`src/rtl/key_debounce_pkg.sv`:
```
// Shared level constants and sizing helper for the push-button debounce slice.
package key_debounce_pkg;

  localparam logic KEY_RELEASED = 1'b1;
  localparam logic KEY_PRESSED  = 1'b0;

  localparam int DEFAULT_DEBOUNCE_CYCLES = 500000;

  // Counter width for a window of n cycles; it only has to hold n-1, and is never narrower than 1 bit.
  function automatic int debounce_cnt_width(input int n);
    int w;
    w = $clog2(n);
    if (w < 1) w = 1;
    return w;
  endfunction

endpackage

```
`src/rtl/key_debounce_cell.sv`:
```
// One key channel: synchroniser, debounce window counter, stable level and edge strobes.
module key_debounce_cell
  import key_debounce_pkg::*;
#(
  parameter int DEBOUNCE_CYCLES = DEFAULT_DEBOUNCE_CYCLES,
  parameter int SYNC_STAGES     = 2
) (
  input  logic clk_clk,
  input  logic reset_reset_n,
  input  logic key_n_in,
  output logic key_n_out,
  output logic press_pulse,
  output logic release_pulse
);

  localparam int              CNT_W    = debounce_cnt_width(DEBOUNCE_CYCLES);
  localparam logic [CNT_W-1:0] CNT_LAST = CNT_W'(DEBOUNCE_CYCLES - 1);

  logic [SYNC_STAGES-1:0] sync_q;
  logic [CNT_W-1:0]       cnt_q;
  logic                   sync;

  assign sync = sync_q[SYNC_STAGES-1];

  // Shift the raw pin through the synchroniser chain; reset to the released level.
  always_ff @(posedge clk_clk) begin
    if (!reset_reset_n) begin
      sync_q <= {SYNC_STAGES{KEY_RELEASED}};
    end else begin
      sync_q <= {sync_q[SYNC_STAGES-2:0], key_n_in};
    end
  end

  // Accept a new level only after it has differed from the stable one for a full window;
  // any return to the stable level restarts the window from zero.
  always_ff @(posedge clk_clk) begin
    if (!reset_reset_n) begin
      cnt_q         <= '0;
      key_n_out     <= KEY_RELEASED;
      press_pulse   <= 1'b0;
      release_pulse <= 1'b0;
    end else begin
      press_pulse   <= 1'b0;
      release_pulse <= 1'b0;
      if (sync == key_n_out) begin
        cnt_q <= '0;
      end else if (cnt_q == CNT_LAST) begin
        cnt_q         <= '0;
        key_n_out     <= sync;
        press_pulse   <= (sync == KEY_PRESSED);
        release_pulse <= (sync == KEY_RELEASED);
      end else begin
        cnt_q <= cnt_q + 1'b1;
      end
    end
  end

endmodule

```
`src/rtl/key_debounce_ctrl.sv`:
```
// Push-button conditioning: per-key debounce cells plus sticky press capture and masked irq.
module key_debounce_ctrl
  import key_debounce_pkg::*;
#(
  parameter int NUM_KEYS        = 4,
  parameter int DEBOUNCE_CYCLES = DEFAULT_DEBOUNCE_CYCLES,
  parameter int SYNC_STAGES     = 2
) (
  input  logic                clk_clk,
  input  logic                reset_reset_n,
  input  logic [NUM_KEYS-1:0] key_n_in,
  output logic [NUM_KEYS-1:0] key_n_out,
  output logic [NUM_KEYS-1:0] press_pulse,
  output logic [NUM_KEYS-1:0] release_pulse,
  output logic [NUM_KEYS-1:0] capture,
  input  logic [NUM_KEYS-1:0] capture_clr,
  input  logic [NUM_KEYS-1:0] irq_mask,
  output logic                irq
);

  for (genvar i = 0; i < NUM_KEYS; i++) begin : g_key
    key_debounce_cell #(
      .DEBOUNCE_CYCLES (DEBOUNCE_CYCLES),
      .SYNC_STAGES     (SYNC_STAGES)
    ) u_cell (
      .clk_clk       (clk_clk),
      .reset_reset_n (reset_reset_n),
      .key_n_in      (key_n_in[i]),
      .key_n_out     (key_n_out[i]),
      .press_pulse   (press_pulse[i]),
      .release_pulse (release_pulse[i])
    );
  end

  // Sticky press flags: write-1-to-clear, but a coincident press keeps the flag set.
  always_ff @(posedge clk_clk) begin
    if (!reset_reset_n) begin
      capture <= '0;
    end else begin
      capture <= (capture & ~capture_clr) | press_pulse;
    end
  end

  // Interrupt follows the enabled capture flags one cycle later.
  always_ff @(posedge clk_clk) begin
    if (!reset_reset_n) begin
      irq <= 1'b0;
    end else begin
      irq <= |(capture & irq_mask);
    end
  end

endmodule
```
`config.mk`:
```
export PLATFORM = sky130hd
export DESIGN_NAME = key_debounce_ctrl
export DESIGN_NICKNAME = d
export VERILOG_FILES = /design/src/rtl/key_debounce_pkg.sv /design/src/rtl/key_debounce_cell.sv /design/src/rtl/key_debounce_ctrl.sv
export SDC_FILE = /design/constraint.sdc
export NUM_CORES = 1
export LEC_CHECK = 0
export CAP_MARGIN = 5
export CORE_MARGIN = 2
export CORE_UTILIZATION = 55
export CTS_CLUSTER_SIZE = 8
export DETAILED_ROUTE_END_ITERATION = 6
export PLACE_DENSITY = 0.73
export SYNTH_ARGS = -nofsm -noshare
export SYNTH_HDL_FRONTEND = slang
export SYNTH_HIERARCHICAL = 1
export SYNTH_SLANG_ARGS = --single-unit
```
`constraint.sdc`:
```
create_clock -name clk_clk -period 2.5 [get_ports clk_clk]
set_clock_uncertainty 0.1 [all_clocks]
set_input_delay 0.375 -clock clk_clk [delete_from_list [all_inputs] [get_ports clk_clk]]
set_output_delay 0.375 -clock clk_clk [all_outputs]
set_load 0.01 [all_outputs]
```
==> key figures, run 1 <==
Yosys
  – Cells after Synth: 488
  – Synth warnings: 6
  – Distinct cells, synth: 33
  – Ys async rst share: 0%
  – Simple-Gate Fraction of Synth Area: 30.8%
  – Adder-cell share of the synthesized area: 1.13%
  – Syn avg cell area: just over 9 um^2
  – Synth Area in Compound Gates: 8.05%
  – EDFF count, synth: 0
  – Synthesized area: 0.00445 mm^2
  – Yosys reg bits: 101
  – Largest family of logic cells by synthesized area: simple AND/OR/NAND/NOR gates
  – Top FF cell, synth: dfxtp_1
  – Syn_nets: between 500 and 600
  – Mux cell area share after synthesis: 0%
  – XOR/XNOR share of the synthesized area: 11.0%
  – Sequential fraction of the synthesis area: 45.5%

Detailed routing
  – Via density per instance: 5.65
  – Wire per inst: around 14 um
  – First-pass iteration count of the detailed router: 4
  – WL met3: a little over 300 um
  – DRT iter0 DRCs: 81
  – Total Wirelength: 8690 um
  – Detailed-route DRC error count: 0
  – DRT antenna net count: 0
  – Met2 WL: 4220 um
  – WL met1: around 4000 um
  – Vias: between 3000 and 4000
  – Highest routing layer actually used: met4

Clock tree
  – CTS Sinks: 101
  – CTS HTree Levels: 3
  – Clock latency at the later pin of the worst-skew pair: 0.36 ns
  – # resized after CTS: 0
  – Root Driver: clkbuf_8
  – Clk buf depth: 2
  – CTS tree: built
  – Setup Buffers After CTS: 0
  – CTS hold repair buffers: 0
  – Clock transition at path regs: roughly 0.090 ns
  – Num CTS Buffers: 9

Setup path
  – Crit path from: g_key[2].u_cell/cnt_q[12]
  – Reg-to-reg startpoint: g_key[2].u_cell/cnt_q[12]
  – Worst EP required: 2.64 ns
  – Worst-path fanout max: 17
  – Crit-path most repeated cell: or4_1
  – Arrival @ worst endpoint: 2.41 ns
  – CP Cell Sequence: or4_1 > or4_1 > o21bai_4 > nor2_1
  – Largest stage delay, worst path: 0.65 ns
  – Crit-path slowest cell: or4_1
  – Startpoint types: flop
  – WS Path Type: reg -> reg
  – Worst reg2reg path endpoint: g_key[2].u_cell/cnt_q[12]
  – R2r worst-path depth: 4
  – Worst setup path endpoint: g_key[2].u_cell/cnt_q[12]
  – R2R Setup Slk: 0.23 ns
  – Critical path endpoint category: flop

Layout
  – Layout Nets: 541
  – # diodes: 0
  – Layout cells sized above 1: 10.0%
  – Final cell count without fillers: between 600 and 700
  – Layout area overhead: 13.7%

Place
  – Placed cells: 614
  – I/O Buffers: 30
  – DP Wirelength: 6100 um
  – GP Congestion: 0.867
  – Worst Setup Slack post-DPL: 0.240 ns

Timing
  – Fmax: 441 MHz
  – Final worst-path cycle share: 90.8%
  – Setup Viol. Count Final: 0
  – Worst slew pin tran: 0.493 ns
  – Hold Vio Cnt, Final: 0
  – Final Max Tran Viols: 0
  – Slew headroom: 67.1%
  – Min Tclk post-route: ~2.3 ns
  – Final TNS setup: 0 ns
  – RSZ-0062 raised after global routing: no
  – Post-route setup slack: 0.230 ns

Floorplan
  – Die area: 0.00882 mm^2
  – Die H: about 94 um
  – Row cnt: 32
  – Core area: 0.00777 mm^2
  – I/O pin total: 31
  – Initial Util: 57.2%
  – Die W: 93.9 um

Power and ir drop
  – Cell Pwr Density: 535 mW/mm^2
  – Leakage: 0.00153 uW
  – Peak VDD IR: a little over 400 uV

Global route
  – First-pass GRT wire length: 15100 um
  – Vias in the first global route: 3417
  – Gr ovfl total: 0
  – Antenna violations before repair: 0
  – Largest net degree at the start of global routing: 18
  – Global-route usage over all layers: 21.4%

Worst hold path
  – Worst hold-check path type: reg -> reg

Flow run
  – Maxcap violations: 0

Outcome
  – Status: finished clean
-- flip-flops by register name, indices dropped and copies added (netlist names) --
name and cells:
g_key.u_cell/sync_q 8, capture 4, g_key.u_cell/release_pulse 4, g_key.u_cell/press_pulse 4, irq 1, g_key.u_cell/key_n_out 4, g_key.u_cell/cnt_q 76
-- per-stage QoR --
step                total power (uW)  util (%)  hold slack [ns]  cell area [um^2]
floorplan                       1680         -            0.286              4450
global placement                1710      62.5            0.289              4850
detailed placement              1710      62.5            0.299              4850
CTS                             2740      65.1            0.321              5060
global route                    2820      65.1            0.338              5060
finish                          2710      65.1            0.313              5060
-- worst max-delay path, delay by kind of cell (launching register included) --
kind / cells / cell delay, ns
AOI/OAI and AO/OA: 1 / 0.41
DFF: 1 / 0.36
and+or+nand+nor: 3 / 1.27
-- Yosys cell counts (8+ instances only) --
cell type | number | area share [%]
xnor2_1 | 36 | 7.1
nand3_1 | 28 | 3.2
xor2_1 | 20 | 3.9
nor2_1 | 64 | 5.4
o21ai_0 | 12 | 1.4
dfxtp_1 | 101 | 45
clkbuf_1 | 8 | 0.68
o31ai_1 | 8 | 1.4
nor4_1 | 20 | 2.8
a21oi_1 | 16 | 1.8
inv_1 | 16 | 1.4
and4_1 | 8 | 1.6
nand4_1 | 20 | 2.8
nand2_1 | 32 | 2.7
nand2b_1 | 8 | 1.1
or4_1 | 16 | 2.7
nor3_1 | 12 | 1.4
or3_1 | 8 | 1.1
-- report_power, final --
part	internal (uW)	switching (uW)
Combinational	29.1	23.6
Sequential	1620	5.44
Clock	492	542
Total	2140	571
-- cell usage in the layout (no fill, tap or decap), types with 2 or more instances in the layout --
cell type,count
buf_4,10
clkinv_4,2
ha_1,4
a21oi_1,16
nor2_1,64
a22oi_1,2
nor2b_1,4
o21ai_0,12
and2_2,4
o21bai_4,4
nand4_2,4
nand2_1,32
and4_1,8
nand2b_1,8
nor3_1,12
o211ai_1,4
or4_1,16
or3b_2,4
clkbuf_8,10
and4_2,4
xor2_1,20
or3_1,8
nand3_1,28
nand4bb_2,4
nor4_1,20
dfxtp_1,101
clkdlybuf4s50_1,30
o21a_1,4
or2_2,4
inv_1,16
xnor2_1,36
o31ai_1,8
nand4_1,20
-- worst min path at each step --
| stage | end | cells after the start | startpoint |
|---|---|---|---|
| floorplan | g_key[0].u_cell/sync_q[1] | 1 | g_key[0].u_cell/sync_q[0] |
| global placement | g_key[0].u_cell/sync_q[1] | 1 | g_key[0].u_cell/sync_q[0] |
| detailed placement | g_key[0].u_cell/sync_q[1] | 1 | g_key[0].u_cell/sync_q[0] |
| CTS | g_key[0].u_cell/sync_q[1] | 1 | g_key[0].u_cell/sync_q[0] |
| global route | g_key[0].u_cell/sync_q[1] | 1 | g_key[0].u_cell/sync_q[0] |
| finish | g_key[0].u_cell/sync_q[1] | 1 | g_key[0].u_cell/sync_q[0] |
-- logic make-up (layout without fill, tap and decap cells) --
kind of cell	after synthesis	in the layout
simple gates	244	244
xor+xnor	56	56
buf+inv	32	72
flops	101	101
compound gates	51	51
fa+ha+maj	4	4
-- per-layer routing --
metal	vias to the layer above	GRT usage [%]
met4	0	7.85
met5	-	0
met1	1679	26.2
met3	13	4.65
met2	65	36.8
li1	1804	-
-- area by class of cell --
cell class              count  area, um^2
multi-input cells         355        2270
well taps                 102         128
repair buffers             40         375
clock buffers              11         141
fillers                   667        2710
flip-flops and latches    101        2020
inverters                  16        60.1
clock inverters             5        60.1
Note: power is estimated with default switching activity, not from simulation.
==> run 2: changes to the inputs <==
--- a/config.mk
+++ b/config.mk
@@ -5,12 +5,15 @@
 export SDC_FILE = /design/constraint.sdc
 export NUM_CORES = 1
 export LEC_CHECK = 0
+export ABC_AREA = 1
 export CAP_MARGIN = 5
+export CELL_PAD_IN_SITES_DETAIL_PLACEMENT = 0
+export CELL_PAD_IN_SITES_GLOBAL_PLACEMENT = 2
 export CORE_MARGIN = 2
-export CORE_UTILIZATION = 55
+export CORE_UTILIZATION = 33
 export CTS_CLUSTER_SIZE = 8
 export DETAILED_ROUTE_END_ITERATION = 6
-export PLACE_DENSITY = 0.73
+export PLACE_DENSITY = 0.76
 export SYNTH_ARGS = -nofsm -noshare
 export SYNTH_HDL_FRONTEND = slang
 export SYNTH_HIERARCHICAL = 1
==> run 2 against run 1 <==
  * Cell count rose by 44%
  * Highest routed layer unchanged
  * Sequential share of layout area shrank 3.4 points
  * Combinational power increased by 5.1%
  * Setup slack better by 0.47 ns
  * Largest cell class unchanged
  * Die area grew 74%
  * Clock-buffer cell count up 1
==> key figures, run 2 <==
Yosys
  – Yosys reg bits: 101
  – Sequential fraction of the synthesis area: 42.5%
  – Cells after Synth: around 690
  – EDFF count, synth: 0
  – Leading area contributor after synthesis: dfxtp_1
  – Ys async rst share: 0%
  – Most common cell in the synthesized netlist: nand2_1
  – Post-synth top cells: nand2_1 (182), nor2_1 (146), dfxtp_1 (101)
  – Syn avg cell area: between 6 and 7 um^2
  – Syn_nets: 704
  – Synth warnings: 6
  – Distinct cells, synth: 21
  – Synth area leaders: dfxtp_1 (43%), nand2_1 (14%), nor2_1 (12%)
  – Synthesized area: 0.00475 mm^2
  – Top FF cell, synth: dfxtp_1
  – Yosys top cell area share: 42.5%

Setup path
  – CP Depth: 1
  – R2r worst-path depth: 6
  – Reg-to-reg startpoint: g_key[2].u_cell/cnt_q[0]
  – Startpoint types: flop
  – Worst setup path endpoint: capture[2]
  – Worst path top cell family by delay: buffers and inverters
  – Crit path from: capture[2]
  – Crit-path slowest cell: clkdlybuf4s50_1
  – CP Cell Sequence: clkdlybuf4s50_1
  – Buf+Inv Stages, Crit Path: 1
  – WS Path Type: reg -> out
  – Largest stage delay, worst path: 0.57 ns
  – Arrival @ worst endpoint: 1.33 ns
  – Worst reg2reg path endpoint: g_key[2].u_cell/cnt_q[14]
  – R2R Setup Slk: between 0.8 and 0.9 ns
  – Critical path endpoint category: primary output
  – Worst EP required: 2.03 ns
  – Worst-path fanout max: 3

Layout
  – Commonest non-fill, non-tap cells in the layout: nand2_1 (182), nor2_1 (146), dfxtp_1 (101)
  – Biggest regs: g_key.u_cell/cnt_q: 76 flops, g_key.u_cell/sync_q: 8 flops
  – Layout Utilization: 39.5%
  – Layout cells sized above 1: 6.87%
  – # diodes: 0
  – Commonest non-fill, non-tap cell in the layout: nand2_1
  – Layout Nets: 743
  – Largest Register: g_key.u_cell/cnt_q
  – Largest register FFs: 76
  – Layout area overhead: 16.3%
  – Final cell count without fillers: a little over 900

Global route
  – Largest net degree at the start of global routing: 16
  – First-pass GRT wire length: 17000 um
  – Antenna violations before repair: 0
  – Global-route usage over all layers: 14.3%
  – Gr ovfl total: 0
  – Vias in the first global route: approximately 3700

Floorplan
  – Row cnt: 43
  – Initial Util: 34.0%
  – Die area: 0.0154 mm^2
  – Die H: 124 um
  – Die W: ~120 um
  – Core area: around 0.014 mm^2
  – I/O pin total: 31

Clock tree
  – CTS hold repair buffers: 0
  – Clock transition at path regs: 0.06 ns
  – Clock latency at the later pin of the worst-skew pair: about 0.34 ns
  – # resized after CTS: 0
  – Root Driver: clkbuf_16
  – Setup Buffers After CTS: 0
  – CTS Sinks: approximately 100
  – Num CTS Buffers: 9
  – CTS tree: built
  – Clk buf depth: 2
  – CTS HTree Levels: 3

Detailed routing
  – Detailed-route DRC error count: 0
  – DRT antenna net count: 0
  – Vias: ~4000
  – Wire per inst: 11.2 um
  – DRT iter0 DRCs: 273
  – Total Wirelength: 10200 um
  – First-pass iteration count of the detailed router: 6
  – Via density per instance: 4.39

Power and ir drop
  – Peak VDD IR: 346 uV
  – Leakage: 0.00196 uW
  – Cell Pwr Density: about 550 mW/mm^2

Timing
  – Final worst-path cycle share: 72.2%
  – Setup Viol. Count Final: 0
  – Slew headroom: 72.4%
  – RSZ-0062 raised after global routing: no
  – Final Max Tran Viols: 0
  – Hold Vio Cnt, Final: 0
  – Min Tclk post-route: around 1.8 ns
  – Fmax: approximately 550 MHz
  – Final TNS setup: 0 ns
  – Worst slew pin tran: 0.413 ns

Worst hold path
  – Worst hold-check path type: reg -> reg

Place
  – GP Congestion: 0.835
  – Placed cells: roughly 890
  – I/O Buffers: 30
  – DP Wirelength: between 7000 and 8000 um

Flow run
  – Maxcap violations: 0

Outcome
  – Status: finished clean
run 2: through the flow:
step / worst slack [ns] / total power, uW / instance area [um^2] / hold WS (ns)
after floorplan: 1.09 / 1680 / 4750 / 0.280
after global placement: 0.510 / 1710 / 5250 / 0.286
after detailed placement: 0.458 / 1710 / 5250 / 0.289
after CTS: 0.665 / 3120 / 5530 / 0.306
after global routing: 0.629 / 3180 / 5530 / 0.325
final: 0.695 / 3050 / 5530 / 0.303
run 2: final cells by class:
| cell class | count | area, um^2 |
|---|---|---|
| clock inverter | 2 | 35.0 |
| timing repair buffer | 32 | 315 |
| tap | 180 | 225 |
| fill | 1539 | 8460 |
| clock buffer | 12 | 246 |
| multi-input combinational | 488 | 2340 |
| sequential | 101 | 2020 |
| inverter | 93 | 349 |
run 2: layer usage:
| metal | global-route usage, % | vias to the layer above | wire [um] |
|---|---|---|---|
| met4 | 4.92 | 0 | 157 |
| met2 | 23.7 | 39 | 4680 |
| met1 | 18.0 | 1747 | 5030 |
| met3 | 3.71 | 11 | 303 |
| met5 | 0 | - | 0 |
| li1 | - | 2188 | - |
run 2: how the worst min path moves through the flow:
stage / start / endpoint / slack, ns / depth (start not counted)
after floorplan: g_key[0].u_cell/sync_q[0] / g_key[0].u_cell/sync_q[1] / 0.28 / 2
after global placement: g_key[3].u_cell/sync_q[0] / g_key[3].u_cell/sync_q[1] / 0.29 / 2
after detailed placement: g_key[3].u_cell/sync_q[0] / g_key[3].u_cell/sync_q[1] / 0.29 / 2
after CTS: g_key[3].u_cell/sync_q[0] / g_key[3].u_cell/sync_q[1] / 0.31 / 2
after global routing: g_key[3].u_cell/sync_q[0] / g_key[3].u_cell/sync_q[1] / 0.33 / 2
final: g_key[3].u_cell/sync_q[0] / g_key[3].u_cell/sync_q[1] / 0.30 / 2
run 2: logic make-up (layout without fill, tap and decap cells):
family / count (synthesis) / in the layout / share of synthesized area [%]
AND/OR/NAND/NOR: 416 / 416 / 37.6
flip-flops: 101 / 101 / 42.5
buffers and inverters: 97 / 139 / 8.29
AO/OA/AOI/OAI: 40 / 40 / 5.37
XOR/XNOR: 28 / 28 / 5.16
adder cells (fa/ha/maj): 4 / 4 / 1.05
run 2: power breakdown:
part | internal [uW] | total [uW] | switching, uW
clock | 792 | 1370 | 579
combinational | 28.6 | 55.4 | 26.8
sequential | 1620 | 1620 | 4.85
==> run 3: changes to the inputs <==
--- a/config.mk
+++ b/config.mk
@@ -10,10 +10,10 @@
 export CELL_PAD_IN_SITES_DETAIL_PLACEMENT = 0
 export CELL_PAD_IN_SITES_GLOBAL_PLACEMENT = 2
 export CORE_MARGIN = 2
-export CORE_UTILIZATION = 33
+export CORE_UTILIZATION = 30
 export CTS_CLUSTER_SIZE = 8
 export DETAILED_ROUTE_END_ITERATION = 6
-export PLACE_DENSITY = 0.76
+export PLACE_DENSITY = 0.73
 export SYNTH_ARGS = -nofsm -noshare
 export SYNTH_HDL_FRONTEND = slang
 export SYNTH_HIERARCHICAL = 1
==> constraint.sdc (replaced) <==
create_clock -name clk_clk -period 1.5 [get_ports clk_clk]
set_clock_uncertainty 0.1 [all_clocks]
set_input_delay 0.225 -clock clk_clk [delete_from_list [all_inputs] [get_ports clk_clk]]
set_output_delay 0.225 -clock clk_clk [all_outputs]
set_load 0.01 [all_outputs]
==> run 3 against run 2 <==
  * Non-clock buffer count grew 49
  * Hold slack is essentially flat
  * Die area grew 9.7%
  * Clock power grew 67%
  * Register-to-register slack lost 0.79 ns
  * Combinational power grew 130%
  * Critical path type is now reg -> reg
  * Sequential power grew 67%
  * Via count grew 5.1%
  * First-iteration DRC count shrank 25%
==> key figures, run 3 (synthesized netlist as in run 2, its figures left out) <==
Layout
  – Layout Utilization: approximately two fifths
  – Total area of sequential cells: approximately 0.002 mm^2
  – Layout Nets: 792
  – Commonest non-fill, non-tap cells in the layout: nand2_1 (178), nor2_1 (128), inv_1 (89)
  – Layout area overhead: 30.3%
  – Multi-input logic area: around 0.0025 mm^2
  – Commonest non-fill, non-tap cell in the layout: nand2_1
  – # diodes: 0
  – Fillers: 1698
  – Biggest regs: g_key.u_cell/cnt_q: 76 flops, g_key.u_cell/sync_q: 8 flops
  – Largest Register: g_key.u_cell/cnt_q
  – Layout cells sized above 1: between 10% and 20%
  – Largest register FFs: 76
  – Final cell count without fillers: 995

Detailed routing
  – DRT iter0 DRCs: 205
  – First-pass iteration count of the detailed router: 4
  – Detailed-route DRC error count: 0
  – Via density per instance: 4.21
  – Wire per inst: 11.1 um
  – Vias: ~4200
  – Total Wirelength: 11100 um
  – DRT antenna net count: 0

Setup path
  – Worst-path fanout max: 5
  – Worst EP required: approximately 1.7 ns
  – R2R Setup Slk: 0.08 ns
  – R2r worst-path depth: 8
  – Worst reg2reg path endpoint: g_key[0].u_cell/cnt_q[12]
  – Startpoint types: flop
  – Reg-to-reg startpoint: g_key[0].u_cell/cnt_q[1]
  – Arrival @ worst endpoint: 1.61 ns
  – WS Path Type: reg -> reg
  – Crit path from: g_key[0].u_cell/cnt_q[1]
  – Critical path endpoint category: flop

Timing
  – Fmax: 703 MHz
  – Worst slew pin tran: ~0.27 ns
  – Min Tclk post-route: ~1.4 ns
  – Slew headroom: 81.7%
  – Hold Vio Cnt, Final: 0
  – Final Max Tran Viols: 0
  – RSZ-0062 raised after global routing: yes
  – Final worst-path cycle share: 94.9%
  – Setup Viol. Count Final: 0

Place
  – Placed cells: 973
  – DP Wirelength: 8430 um
  – GP Congestion: 0.802
  – I/O Buffers: 30

Clock tree
  – CTS HTree Levels: 3
  – Clk buf depth: 2
  – Clock latency at the later pin of the worst-skew pair: 0.35 ns
  – Num CTS Buffers: 9
  – Clock transition at path regs: 0.07 ns
  – Root Driver: clkbuf_16
  – CTS tree: built
  – CTS Sinks: a little over 100

Floorplan
  – Row cnt: 46
  – Die H: ~130 um
  – Die W: 130 um
  – Core area: 0.0157 mm^2
  – Initial Util: 30.4%
  – I/O pin total: 31
  – Die area: 0.0169 mm^2

Worst hold path
  – Min-Delay Startpoint: g_key[3].u_cell/sync_q[0]
  – Hold path depth: 2
  – Hold Path Sink: g_key[3].u_cell/sync_q[1]
  – Worst hold-check path type: reg -> reg

Global route
  – Global routing met2 resource utilization: a little under a quarter
  – First-pass GRT wire length: 18500 um
  – Gr ovfl total: 0
  – Met3 track demand over resource: 4.10%
  – Busiest grt layer: met2
  – Global-route usage over all layers: 14.0%
  – Antenna violations before repair: 0
  – Met1 Track Usage GR: 17.8%
  – Vias in the first global route: roughly 3900
  – Largest net degree at the start of global routing: 16

Flow run
  – Maxcap violations: 0

Power and ir drop
  – Cell Pwr Density: about 830 mW/mm^2
  – Peak VDD IR: 540 uV
  – Leakage: between 0.002 and 0.0025 uW

Outcome
  – Status: finished clean
## run 3: critical path, stage by stage, from the launching register on
cell     delay, ns
dfxtp_2       0.35
ha_4          0.15
nand3_4       0.08
buf_6         0.13
nor2_4        0.16
nand2_2       0.10
o21ai_1       0.14
nand2_1       0.07
nor2_1        0.08
## run 3: layout make-up
cell class              count  area share, %
inverters                  93           5.64
well taps                 216           4.36
repair buffers             81           11.8
clock inverters             3          0.303
flip-flops and latches    101           33.0
clock buffers              13           4.36
multi-input cells         488           40.6
## run 3: worst max-delay path by stage
stage,cells after the start,endpoint,slack (ns)
2_1_floorplan,7,g_key[0].u_cell/cnt_q[14],0.09
6_report,8,g_key[0].u_cell/cnt_q[12],0.08
5_1_grt,8,g_key[0].u_cell/cnt_q[18],-0.05
4_1_cts,8,g_key[0].u_cell/cnt_q[12],0.008
3_5_place_dp,5,g_key[1].u_cell/cnt_q[2],-0.18
3_3_place_gp,5,g_key[2].u_cell/cnt_q[2],-0.13
## run 3: routing by layer
metal  share of wire, %  vias to the layer above  routed length, um
li1                   -                     2283                  -
met1                 48                     1861               5330
met2                 48                       37               5280
met3                3.2                        8                359
met4               0.90                        0                100
met5                  0                        -                  0
## run 3: power breakdown
part / internal, uW / switching [uW] / leakage, uW
registers: 2690 / 8.85 / 0.000821
clock network: 1260 / 1030 / 0.000146
logic: 74.3 / 53.3 / 0.00132
## run 3: stage by stage
stage               worst slack, ns  TNS (ns)  hold WS, ns  total power (uW)  area [um^2]
floorplan                    0.0861         0        0.194              2800         4750
global placement             -0.127     -6.26        0.284              2870         5630
detailed placement           -0.179     -7.97        0.293              2880         5630
CTS                         0.00750         0        0.290              5230         6000
global route                -0.0546   -0.0807        0.310              5340         6190
finish                       0.0766         0        0.303              5120         6190
## run 3: repair_timing
item / CTS / global route
pin swaps: 4 / 12
setup endpoints to repair: 79 / 88
gates resized for setup: 25 / 54
setup buffers: 5 / 1
hold buffers: 0 / 0
endpoints found under the hold margin: 0 / 0
